$ cat src/rtl/pe_row_ctrl_if.sv
`timescale 1ns/1ps
// pe_row_ctrl_if
// Bundles every non-clock/reset signal of pe_row_ctrl.
//   job control : start, reuse_w, cfg_len -> busy, done, cfg_err
//   weight in   : w_valid/w_ready, w_data (Q7.8)
//   image in    : img_valid/img_ready, img_data (Q7.8)
//   PE row side : pe_weight_val/pe_weight_en, pe_image_val/pe_image_en, psum_res
//   result out  : out_valid/out_ready, out_data (Q7.8)
// Modport slave is the controller's view; master is the view of whatever
// drives jobs and streams and hosts the PE row.
interface pe_row_ctrl_if #(
  parameter int K = 3
);
  logic              start;
  logic              reuse_w;
  logic [7:0]        cfg_len;
  logic              w_valid;
  logic              w_ready;
  logic [15:0]       w_data;
  logic              img_valid;
  logic              img_ready;
  logic [15:0]       img_data;
  logic [15:0]       pe_weight_val;
  logic [K-1:0]      pe_weight_en;
  logic [16*K-1:0]   pe_image_val;
  logic [K-1:0]      pe_image_en;
  logic [15:0]       psum_res;
  logic              out_valid;
  logic              out_ready;
  logic [15:0]       out_data;
  logic              busy;
  logic              done;
  logic              cfg_err;

  modport slave (
    input  start, reuse_w, cfg_len,
    input  w_valid, w_data,
    input  img_valid, img_data,
    input  psum_res, out_ready,
    output w_ready, img_ready,
    output pe_weight_val, pe_weight_en, pe_image_val, pe_image_en,
    output out_valid, out_data, busy, done, cfg_err
  );

  modport master (
    output start, reuse_w, cfg_len,
    output w_valid, w_data,
    output img_valid, img_data,
    output psum_res, out_ready,
    input  w_ready, img_ready,
    input  pe_weight_val, pe_weight_en, pe_image_val, pe_image_en,
    input  out_valid, out_data, busy, done, cfg_err
  );
endinterface

$ cat src/rtl/pe_row_ctrl.sv
`timescale 1ns/1ps
// pe_row_ctrl
// Sequences one row of a K-tap 1-D convolution on an external PE row.
// A job optionally loads K weights (one per PE), then streams cfg_len pixels
// through a K-deep sliding window that feeds every PE in parallel. Once the
// window is full, each window position yields one chained-psum result that
// the PE row computes combinationally; this block only steers data and
// applies backpressure, it does no arithmetic.
// Ports:
//   clk  rising-edge clock
//   rst  asynchronous, active-high reset
//   bus  pe_row_ctrl_if.slave (job control, weight/image/result streams,
//        PE row broadcast and enables)
module pe_row_ctrl #(
  parameter int K = 3
) (
  input  logic         clk,
  input  logic         rst,
  pe_row_ctrl_if.slave bus
);

  typedef enum logic [1:0] {IDLE, LOAD_W, COMPUTE, DONE} state_t;

  localparam int             WCW    = $clog2(K);
  localparam logic [7:0]     K_LEN  = 8'(K);
  localparam logic [WCW-1:0] W_LAST = WCW'(K - 1);
  localparam logic [K-1:0]   PE0    = K'(1);

  state_t         state, state_nxt;
  logic [WCW-1:0] w_cnt;
  logic [7:0]     pix_cnt;
  logic [7:0]     out_cnt;
  logic [7:0]     len_q;
  logic [15:0]    win [K];
  logic           out_valid_q;
  logic           cfg_err_q;

  logic start_ok, start_bad;
  logic w_acc, img_rdy, img_acc, out_hs, last_res, win_full;

  assign start_ok  = (state == IDLE) && bus.start && (bus.cfg_len >= K_LEN);
  assign start_bad = (state == IDLE) && bus.start && (bus.cfg_len <  K_LEN);
  assign w_acc     = (state == LOAD_W) && bus.w_valid;
  assign out_hs    = out_valid_q && bus.out_ready;
  // A new pixel may only enter when the current result is leaving (or there
  // is none), so the window never shifts under a stalled result.
  assign img_rdy   = (state == COMPUTE) && (pix_cnt < len_q) &&
                     (!out_valid_q || bus.out_ready);
  assign img_acc   = img_rdy && bus.img_valid;
  // cfg_len-K+1 results per job; out_cnt counts completed ones.
  assign last_res  = out_hs && (out_cnt == len_q - K_LEN);
  assign win_full  = (pix_cnt >= K_LEN);

  // State register and job counters.
  always_ff @(posedge clk or posedge rst) begin
    if (rst) begin
      state       <= IDLE;
      w_cnt       <= '0;
      pix_cnt     <= '0;
      out_cnt     <= '0;
      len_q       <= '0;
      out_valid_q <= 1'b0;
      cfg_err_q   <= 1'b0;
    end else begin
      // NOTE: non-blocking assignments here so every register samples the
      // pre-edge value of its neighbours, independent of statement order.
      state     <= state_nxt;
      cfg_err_q <= start_bad;
      if (start_ok) begin
        w_cnt       <= '0;
        pix_cnt     <= '0;
        out_cnt     <= '0;
        len_q       <= bus.cfg_len;
        out_valid_q <= 1'b0;
      end else begin
        if (w_acc)   w_cnt   <= w_cnt + 1'b1;
        if (img_acc) pix_cnt <= pix_cnt + 8'd1;
        if (out_hs)  out_cnt <= out_cnt + 8'd1;
        // An accept that fills (or keeps full) the window always produces the
        // next result, even when the previous one leaves on the same edge.
        if (img_acc && (pix_cnt + 8'd1 >= K_LEN)) out_valid_q <= 1'b1;
        else if (out_hs)                          out_valid_q <= 1'b0;
      end
    end
  end

  // Sliding pixel window: oldest pixel in win[0], newest in win[K-1].
  always_ff @(posedge clk or posedge rst) begin
    if (rst) begin
      // NOTE: the window is a handful of flops, not a RAM, so it takes the
      // async reset and the PE inputs are zero rather than stale after rst.
      for (int j = 0; j < K; j++) win[j] <= '0;
    end else if (img_acc) begin
      for (int j = 0; j < K - 1; j++) win[j] <= win[j + 1];
      win[K - 1] <= bus.img_data;
    end
  end

  // Next-state logic.
  always_comb begin
    // NOTE: default assigned before the case so no path leaves state_nxt
    // unassigned, which would otherwise infer a latch.
    state_nxt = state;
    case (state)
      IDLE:    if (start_ok) state_nxt = bus.reuse_w ? COMPUTE : LOAD_W;
      LOAD_W:  if (w_acc && (w_cnt == W_LAST)) state_nxt = COMPUTE;
      COMPUTE: if (last_res) state_nxt = DONE;
      DONE:    state_nxt = IDLE;
      default: state_nxt = IDLE;
    endcase
  end

  // State-decoded outputs; handshakes are only honoured in their owning state.
  always_comb begin
    bus.w_ready      = 1'b0;
    bus.img_ready    = 1'b0;
    bus.pe_weight_en = '0;
    bus.pe_image_en  = '0;
    bus.done         = 1'b0;
    case (state)
      LOAD_W: begin
        bus.w_ready = 1'b1;
        if (bus.w_valid) bus.pe_weight_en = PE0 << w_cnt;
      end
      COMPUTE: begin
        bus.img_ready = img_rdy;
        if (win_full) bus.pe_image_en = '1;
      end
      DONE:    bus.done = 1'b1;
      default: ;
    endcase
  end

  assign bus.busy          = (state != IDLE);
  assign bus.cfg_err       = cfg_err_q;
  assign bus.pe_weight_val = bus.w_data;
  assign bus.out_valid     = out_valid_q;
  assign bus.out_data      = out_valid_q ? bus.psum_res : 16'h0000;

  for (genvar i = 0; i < K; i++) begin : g_img
    assign bus.pe_image_val[16*i +: 16] = win[i];
  end

endmodule

$ cat src/flat_wrapper.sv
// flat-port wrapper written by rule: the top's interface ports become plain ports
module pe_row_ctrl_flat 
#(
  parameter int K = 3
)
  (clk, rst, bus_start, bus_reuse_w, bus_cfg_len, bus_w_valid, bus_w_data, bus_img_valid, bus_img_data, bus_psum_res, bus_out_ready, bus_w_ready, bus_img_ready, bus_pe_weight_val, bus_pe_weight_en, bus_pe_image_val, bus_pe_image_en, bus_out_valid, bus_out_data, bus_busy, bus_done, bus_cfg_err);
  pe_row_ctrl_if #(.K(K)) bus_i ();
  input  logic clk;
  input  logic rst;
  input wire logic [$bits(bus_i.start)-1:0] bus_start;
  input wire logic [$bits(bus_i.reuse_w)-1:0] bus_reuse_w;
  input wire logic [$bits(bus_i.cfg_len)-1:0] bus_cfg_len;
  input wire logic [$bits(bus_i.w_valid)-1:0] bus_w_valid;
  input wire logic [$bits(bus_i.w_data)-1:0] bus_w_data;
  input wire logic [$bits(bus_i.img_valid)-1:0] bus_img_valid;
  input wire logic [$bits(bus_i.img_data)-1:0] bus_img_data;
  input wire logic [$bits(bus_i.psum_res)-1:0] bus_psum_res;
  input wire logic [$bits(bus_i.out_ready)-1:0] bus_out_ready;
  output wire logic [$bits(bus_i.w_ready)-1:0] bus_w_ready;
  output wire logic [$bits(bus_i.img_ready)-1:0] bus_img_ready;
  output wire logic [$bits(bus_i.pe_weight_val)-1:0] bus_pe_weight_val;
  output wire logic [$bits(bus_i.pe_weight_en)-1:0] bus_pe_weight_en;
  output wire logic [$bits(bus_i.pe_image_val)-1:0] bus_pe_image_val;
  output wire logic [$bits(bus_i.pe_image_en)-1:0] bus_pe_image_en;
  output wire logic [$bits(bus_i.out_valid)-1:0] bus_out_valid;
  output wire logic [$bits(bus_i.out_data)-1:0] bus_out_data;
  output wire logic [$bits(bus_i.busy)-1:0] bus_busy;
  output wire logic [$bits(bus_i.done)-1:0] bus_done;
  output wire logic [$bits(bus_i.cfg_err)-1:0] bus_cfg_err;
  assign bus_i.start = bus_start;
  assign bus_i.reuse_w = bus_reuse_w;
  assign bus_i.cfg_len = bus_cfg_len;
  assign bus_i.w_valid = bus_w_valid;
  assign bus_i.w_data = bus_w_data;
  assign bus_i.img_valid = bus_img_valid;
  assign bus_i.img_data = bus_img_data;
  assign bus_i.psum_res = bus_psum_res;
  assign bus_i.out_ready = bus_out_ready;
  assign bus_w_ready = bus_i.w_ready;
  assign bus_img_ready = bus_i.img_ready;
  assign bus_pe_weight_val = bus_i.pe_weight_val;
  assign bus_pe_weight_en = bus_i.pe_weight_en;
  assign bus_pe_image_val = bus_i.pe_image_val;
  assign bus_pe_image_en = bus_i.pe_image_en;
  assign bus_out_valid = bus_i.out_valid;
  assign bus_out_data = bus_i.out_data;
  assign bus_busy = bus_i.busy;
  assign bus_done = bus_i.done;
  assign bus_cfg_err = bus_i.cfg_err;
  pe_row_ctrl #(.K(K)) u_core (.clk(clk), .rst(rst), .bus(bus_i));
endmodule
$ cat config.mk
export PLATFORM = sky130hd
export DESIGN_NAME = pe_row_ctrl_flat
export DESIGN_NICKNAME = d
export VERILOG_FILES = /design/src/rtl/pe_row_ctrl_if.sv /design/src/rtl/pe_row_ctrl.sv /design/src/flat_wrapper.sv
export SDC_FILE = /design/constraint.sdc
export NUM_CORES = 1
export LEC_CHECK = 0
export CORE_ASPECT_RATIO = 0.8
export CORE_MARGIN = 4
export CORE_UTILIZATION = 41
export DETAILED_ROUTE_END_ITERATION = 6
export GPL_ROUTABILITY_DRIVEN = 0
export PLACE_DENSITY = 0.78
export SETUP_SLACK_MARGIN = 0.05
export SYNTH_ARGS = -nofsm -noshare
export SYNTH_HDL_FRONTEND = slang
export SYNTH_SLANG_ARGS = --single-unit
$ cat constraint.sdc
create_clock -name clk -period 2.7 [get_ports clk]
set_clock_uncertainty 0.05 [all_clocks]
set_input_delay 0.54 -clock clk [delete_from_list [all_inputs] [get_ports clk]]
set_output_delay 0.54 -clock clk [all_outputs]
set_load 0.03 [all_outputs]
==> results by group, run 1 <==
CTS
  – Num CTS Buffers: 9
  – TritonCTS clock tree: yes
  – Worst-path clk slew: 60 ps
  – CTS root buffer: clkbuf_16
  – Bufs on Longest Clock Path: 2
  – H-Tree Depth: 3
  – Post-CTS Hold Buffers: 0
  – Worst skew pair latency: ~340 ps
  – Clock net sink count: 78

Drt
  – Detailed Routing Iterations Pass 1: 4
  – DR DRC count: 0
  – Avg WL per Cell: 15.7 um
  – ANT nets after route: 0
  – Vias: 3238
  – Initial DRC count: 168
  – DR vias/cell: 5.01
  – WL final: between 10000 and 15000 um

Cells and area
  – Layout cells sized above 1: 20.0%
  – Fillers: 820
  – Fin area: between 5000 and 6000 sq um
  – Cell Count, Final, Fillers Out: 646
  – N_diodes: 0
  – Reg area: 1950 sq um
  – Area of the multi-input gates: a little over 2000 sq um
  – Area grow syn2layout: 42.0%
  – NumNets Final: 587

Power
  – Sw Share: 40.3%
  – PwrDens: 1240 nW/um^2
  – Flop pwr share: 28.4%
  – Internal power: ~0.0044 W
  – Switching Power: 0.00295 W
  – Leak pwr: 2.61 nW
  – Clock Power Share: 19.4%
  – Combinational share of power: 52.1%
  – VDD IR max: 0.898 mV

Min path
  – Worst Hold Class: flip-flop to flip-flop

Placement
  – Area after DPL: 5470 sq um
  – Port Buffers: around 120
  – Dpl hpwl: roughly 7100 um
  – Placed insts: 626

Yosys
  – Syn Nets: approximately 470
  – Post-synth ARST share: 100%
  – Area of the mapped netlist: about 4200 sq um
  – Average size of a mapped cell: about 11 sq um
  – Synthesis-stage register bit count: 78
  – Yosys top cell by area: dfrtp_1
  – Post-synthesis instance total: between 300 and 400
  – Post-synth EDFFs: 0
  – Yosys warns: 0
  – Seq/Total Area, Yosys: 46.8%
  – Main synth FF type: dfrtp_1
  – Synth top area share: 46.8%
  – Synth top area cells: dfrtp_1 47%, mux2_2 14%, ha_1 5.7%, buf_4 3.2%, nand2_1 3.2%
  – Synth cell types: 41

Timing
  – Worst Hold Margin: 457 ps
  – Worst slew margin: 64.3%
  – Maximum clock rate: 0.375 GHz
  – RSZ-0062 raised after global routing: true
  – Slew Limit Fails: 0
  – Fin. Hold Viols: 0
  – Minimum clock period: 2670 ps
  – Slew @ Worst Pin: between 500 and 600 ps
  – Final Setup Violations: 0
  – Final worst path period share: 98.9%

Worst setup path
  – CP startpoint kind: flip-flop
  – CP delay by family, top: compound AO/OA/AOI/OAI gates
  – WP data required: 2110 ps
  – Worst EP arrival: ~2100 ps
  – Worst path cell trace: inv_1 -> ha_1 -> a21o_1 -> a221oi_4 -> nor2b_4 -> a21oi_2 -> and3_4 -> buf_6
  – Critical Path End Type: output pin
  – Critical Path Max Stage Delay: 350 ps
  – Crit-path max FO: 2
  – Slowest stage cell, crit path: dfrtp_1
  – CP Buf/Inv Count: 2
  – Setup CP Type: flip-flop to output pin

Outcome
  – Status: finished clean

Run
  – MaxCap Viol Count: 0

Die
  – Die H: 98.2 um
  – Ports: 155
  – Die area: 11900 sq um
  – Row count: 32
  – Die Wd: between 100 and 150 um
  – Core outline area: 9770 sq um
  – Initial Util: between 40% and 50%

GRT
  – Vias in the first global route: 3369
  – Total track usage: 17.6%
  – Global-route wire length before repair: about 17000 um
  – Total gr overflow: 0
  – Largest net degree at the start of global routing: 79
  – Initial antenna violation count: 0
[worst paths after layout]
path,from,end,slack [ps],cells after the start
worst min register to register,u_core.bus.pe_image_val[14],u_core.bus.pe_image_val[14],460,1
worst max-delay path,u_core.len_q[5],bus_img_ready,30,8
worst max register to register,u_core.len_q[5],u_core.bus.pe_image_val[25],300,8
min in group asynchronous,rst,u_core.len_q[7],570,3
worst min-delay path,u_core.bus.pe_image_val[14],u_core.bus.pe_image_val[14],460,1
max in group asynchronous,rst,u_core.pix_cnt[3],1710,3
[power by group through the flow]
| stage | logic [W] | registers (W) | clock network, W |
|---|---|---|---|
| global route | 0.00411 | 0.00217 | 0.00151 |
| CTS | 0.00378 | 0.00209 | 0.00145 |
| global placement | 0.00362 | 0.00208 | 0 |
| floorplan | 0.00168 | 0.00276 | 0 |
| finish | 0.00382 | 0.00208 | 0.00142 |
| detailed placement | 0.00369 | 0.00210 | 0 |
[registers in the layout (all words and copies together) (netlist names)]
name	flops
u_core.out_cnt	8
u_core.bus.out_valid	1
u_core.bus.pe_image_val	48
u_core.w_cnt	2
u_core.pix_cnt	8
u_core.state	2
u_core.bus.cfg_err	1
u_core.len_q	8
[what timing repair did]
action | in CTS | in global routing
buffers inserted | 1 | 3
resized for setup | 10 | 8
pin swaps | 3 | 3
setup endpoints to repair | 4 | 4
[kinds of logic after synthesis]
| group | share of synthesized area, % |
|---|---|
| AND/OR/NAND/NOR | 14.3 |
| flip-flops | 46.8 |
| multiplexers | 14.5 |
| buffers and inverters | 6.15 |
| AO/OA/AOI/OAI | 8.13 |
| XOR/XNOR | 4.41 |
| adder cells (fa/ha/maj) | 5.70 |
[Yosys cell counts, types with 2 or more instances]
| cell | instances |
|---|---|
| a2111oi_2 | 2 |
| a21o_1 | 3 |
| a21oi_1 | 12 |
| a311oi_1 | 3 |
| a31o_2 | 4 |
| a31oi_1 | 2 |
| a41o_1 | 2 |
| and2_1 | 19 |
| and3_1 | 8 |
| buf_2 | 7 |
| buf_4 | 18 |
| clkbuf_1 | 6 |
| dfrtp_1 | 78 |
| ha_1 | 19 |
| inv_1 | 16 |
| mux2_2 | 50 |
| mux2i_1 | 4 |
| nand2_1 | 36 |
| nand2b_1 | 3 |
| nand3_1 | 8 |
| nand4_1 | 6 |
| nand4b_1 | 2 |
| nor2_1 | 28 |
| nor2b_1 | 4 |
| nor3_1 | 3 |
| o21ai_0 | 11 |
| or2_2 | 2 |
| xnor2_1 | 11 |
| xor2_1 | 10 |
[per-stage QoR]
step                      total power [W]  setup WS (ps)  setup TNS (ps)  util [%]
after floorplan                   0.00443            115               0         -
after global placement            0.00570           87.8               0      56.0
after detailed placement          0.00580           6.76               0      56.0
after CTS                         0.00732           20.1               0      59.9
after global routing              0.00778          -68.2           -68.2      60.6
final                             0.00732           30.4               0      60.6
[cell type report]
class	instances	area share (%)
clock inverters	6	1.97
flip-flops and latches	78	33.0
repair buffers	137	23.0
clock buffers	10	4.04
inverters	16	1.01
multi-input cells	263	34.1
well taps	136	2.87
[metal layers]
| metal | track usage (%) | wire length, um | vias up |
|---|---|---|---|
| met5 | 0 | 0 | - |
| met4 | 3.75 | 108 | 0 |
| met3 | 9.21 | 1080 | 16 |
| met2 | 27.0 | 4660 | 125 |
| met1 | 22.2 | 4290 | 1544 |
| li1 | - | - | 1553 |
[cells in the final DEF, fill, tap and decap left out, types with 9 or more instances in the layout]
cell	synthesis	final
clkdlybuf4s50_1	0	115
and2_1	19	19
a21oi_1	12	10
dfrtp_1	78	76
ha_1	19	18
mux2_2	50	50
nand2_1	36	36
nor2_1	28	28
clkbuf_16	0	9
o21ai_0	11	11
xnor2_1	11	11
inv_1	16	14
xor2_1	10	10
buf_4	18	13
Power figures use the tool's default switching activity.
==> inputs of run 2 (changes only) <==
- CTS_CLUSTER_SIZE: default -> 40
==> results of run 2 <==
The final DEF is identical to that of run 1; final timing and power are the same.
==> inputs of run 3 (changes only) <==
- CORE_MARGIN: 4 -> 8
==> run 3 against run 2 <==
  * Hold slack better by 3.0 ps
  * Clock power is 20% lower
  * Core utilization is 2.4 points lower
  * Register-to-register slack worse by 30 ps
  * Wire length is 4.4% higher
  * Count of clock-buffer cells in the layout is 1 lower
  * Combinational power hardly changed
  * Critical endpoint unchanged
==> results by group, run 3 (synthesized netlist as in run 1, its figures left out) <==
Die
  – Die H: approximately 110 um
  – Die area: between 10000 and 15000 sq um
  – Initial Util: 41.4%
  – Core outline area: 10100 sq um
  – Die Wd: about 130 um
  – Ports: 155
  – Row count: 33

Drt
  – Vias: about 3300
  – Initial DRC count: 177
  – ANT nets after route: 0
  – Routed length on met2: 4880 um
  – DR DRC count: 0
  – WL final: 10600 um
  – Routed met3 length: 1300 um
  – DR vias/cell: 5.02
  – Detailed Routing Iterations Pass 1: 4
  – Post-Route M1 WL: 4320 um
  – Avg WL per Cell: 16.2 um
  – DR top layer: met4

GRT
  – Total track usage: 15.9%
  – Total gr overflow: 0
  – Global-route wire length before repair: 17300 um
  – Vias in the first global route: 3424
  – Initial antenna violation count: 0
  – Largest net degree at the start of global routing: 63

Placement
  – Area after DPL: 5490 sq um
  – Port Buffers: 122
  – Dpl hpwl: a little under 8000 um
  – Placed insts: between 600 and 700

CTS
  – Worst-path clk slew: 60 ps
  – CTS root buffer: clkbuf_16
  – Post-CTS Hold Buffers: 0
  – Num CTS Buffers: 9
  – Worst skew pair latency: 340 ps
  – Bufs on Longest Clock Path: 2
  – Clock net sink count: 78
  – TritonCTS clock tree: yes
  – H-Tree Depth: 3

Timing
  – Worst slew margin: 64.4%
  – Maximum clock rate: 0.380 GHz
  – Slew @ Worst Pin: about 530 ps
  – Minimum clock period: 2630 ps
  – Fin. Hold Viols: 0
  – Final worst path period share: a little over nine tenths
  – Slew Limit Fails: 0
  – Final Setup Violations: 0
  – RSZ-0062 raised after global routing: true

Worst setup path
  – Critical Path End Type: output pin
  – Setup CP Type: flip-flop to output pin
  – WP data required: about 2100 ps
  – Worst R2R End: u_core.state[0]
  – R2R Path Start: u_core.len_q[1]
  – Reg2Reg Depth: 7
  – FF-to-FF setup slack: 270 ps
  – Worst EP arrival: 2040 ps
  – Crit-path max FO: 5
  – CP startpoint kind: flip-flop

Cells and area
  – Most frequent cells in the layout: 115 x clkdlybuf4s50_1, 75 x dfrtp_1, 50 x mux2_2
  – Max FFs per register: 48
  – Area of the multi-input gates: 2000 sq um
  – Cell Count, Final, Fillers Out: 652
  – Layout cells sized above 1: 20.5%
  – Area grow syn2layout: 40.7%
  – N_diodes: 0
  – Reg area: between 1500 and 2000 sq um
  – NumNets Final: 589
  – Commonest non-fill, non-tap cell in the layout: clkdlybuf4s50_1
  – Fillers: 874
  – Fin area: 5870 sq um

Min path
  – Hold Path Depth: 1
  – Hold EP: u_core.bus.pe_image_val[6]
  – Hold Path Origin: u_core.bus.pe_image_val[6]
  – Worst Hold Class: flip-flop to flip-flop

Power
  – VDD IR max: between 0.7 and 0.8 mV
  – PwrDens: 1200 nW/um^2
  – Power Total: 0.00706 W
  – Leak pwr: 2.58 nW

Run
  – MaxCap Viol Count: 0

Outcome
  – Status: finished clean
run 3: cell count changes in the layout (fill, tap and decap cells not counted), sizes merged:
cell and change:
inv +1, clkinv +2, clkinvlp +1, buf +2
bufinv -3, clkbuf -1
run 3: power breakdown:
group	switching [W]	internal [W]	total, W
combinational	0.00209	0.00176	0.00385
sequential	0.000403	0.00167	0.00208
clock	0.000505	0.000632	0.00114
run 3: critical path, stage by stage, from the launching register on:
cell	delay [ps]
dfrtp_2	440
ha_1	310
and3_4	160
a221oi_2	230
nor2b_2	90
a21oi_1	110
and3_1	210
buf_6	150
run 3: per-stage QoR:
| stage | utilization, % | hold slack, ps | setup slack (ps) | TNS (ps) |
|---|---|---|---|---|
| 4_1_cts | 57.7 | 465 | 37.3 | 0 |
| 3_5_place_dp | 54.5 | 449 | -24.2 | -24.2 |
| 6_report | 58.2 | 460 | 71.0 | 0 |
| 5_1_grt | 58.2 | 482 | -56.6 | -56.6 |
| 2_1_floorplan | - | 473 | 115 | 0 |
| 3_3_place_gp | 54.5 | 439 | 59.1 | 0 |
run 3: final cells by class:
cell class	instances	area share (%)
Multi-Input combinational cell	263	34.2
Sequential cell	78	33.3
Timing Repair Buffer	139	23.7
Clock buffer	9	3.84
Tap cell	140	2.99
Inverter	16	1.02
Clock inverter	7	0.959
run 3: worst max path at each step:
stage	slack (ps)	end	cells after the start	startpoint
after floorplan	110	u_core.bus.cfg_err	1	rst
after detailed placement	-20	u_core.state[1]	7	bus_cfg_len[3]
after CTS	40	bus_img_ready	8	u_core.len_q[4]
final	70	bus_img_ready	7	u_core.pix_cnt[4]
after global routing	-60	bus_img_ready	8	u_core.len_q[5]
after global placement	60	u_core.state[1]	7	bus_cfg_len[3]
run 3: routing by layer:
layer	vias to the layer above	track usage, %
met5	-	0
met4	0	2.93
met3	9	10.2
met2	112	25.0
met1	1593	18.0
li1	1559	-
run 3: timing repair:
| action | 4_1_cts | 5_1_grt |
|---|---|---|
| gates resized for setup | 10 | 7 |
| setup buffers | 1 | 5 |
| endpoints found under the setup margin | 4 | 4 |
| pin swaps | 3 | 1 |
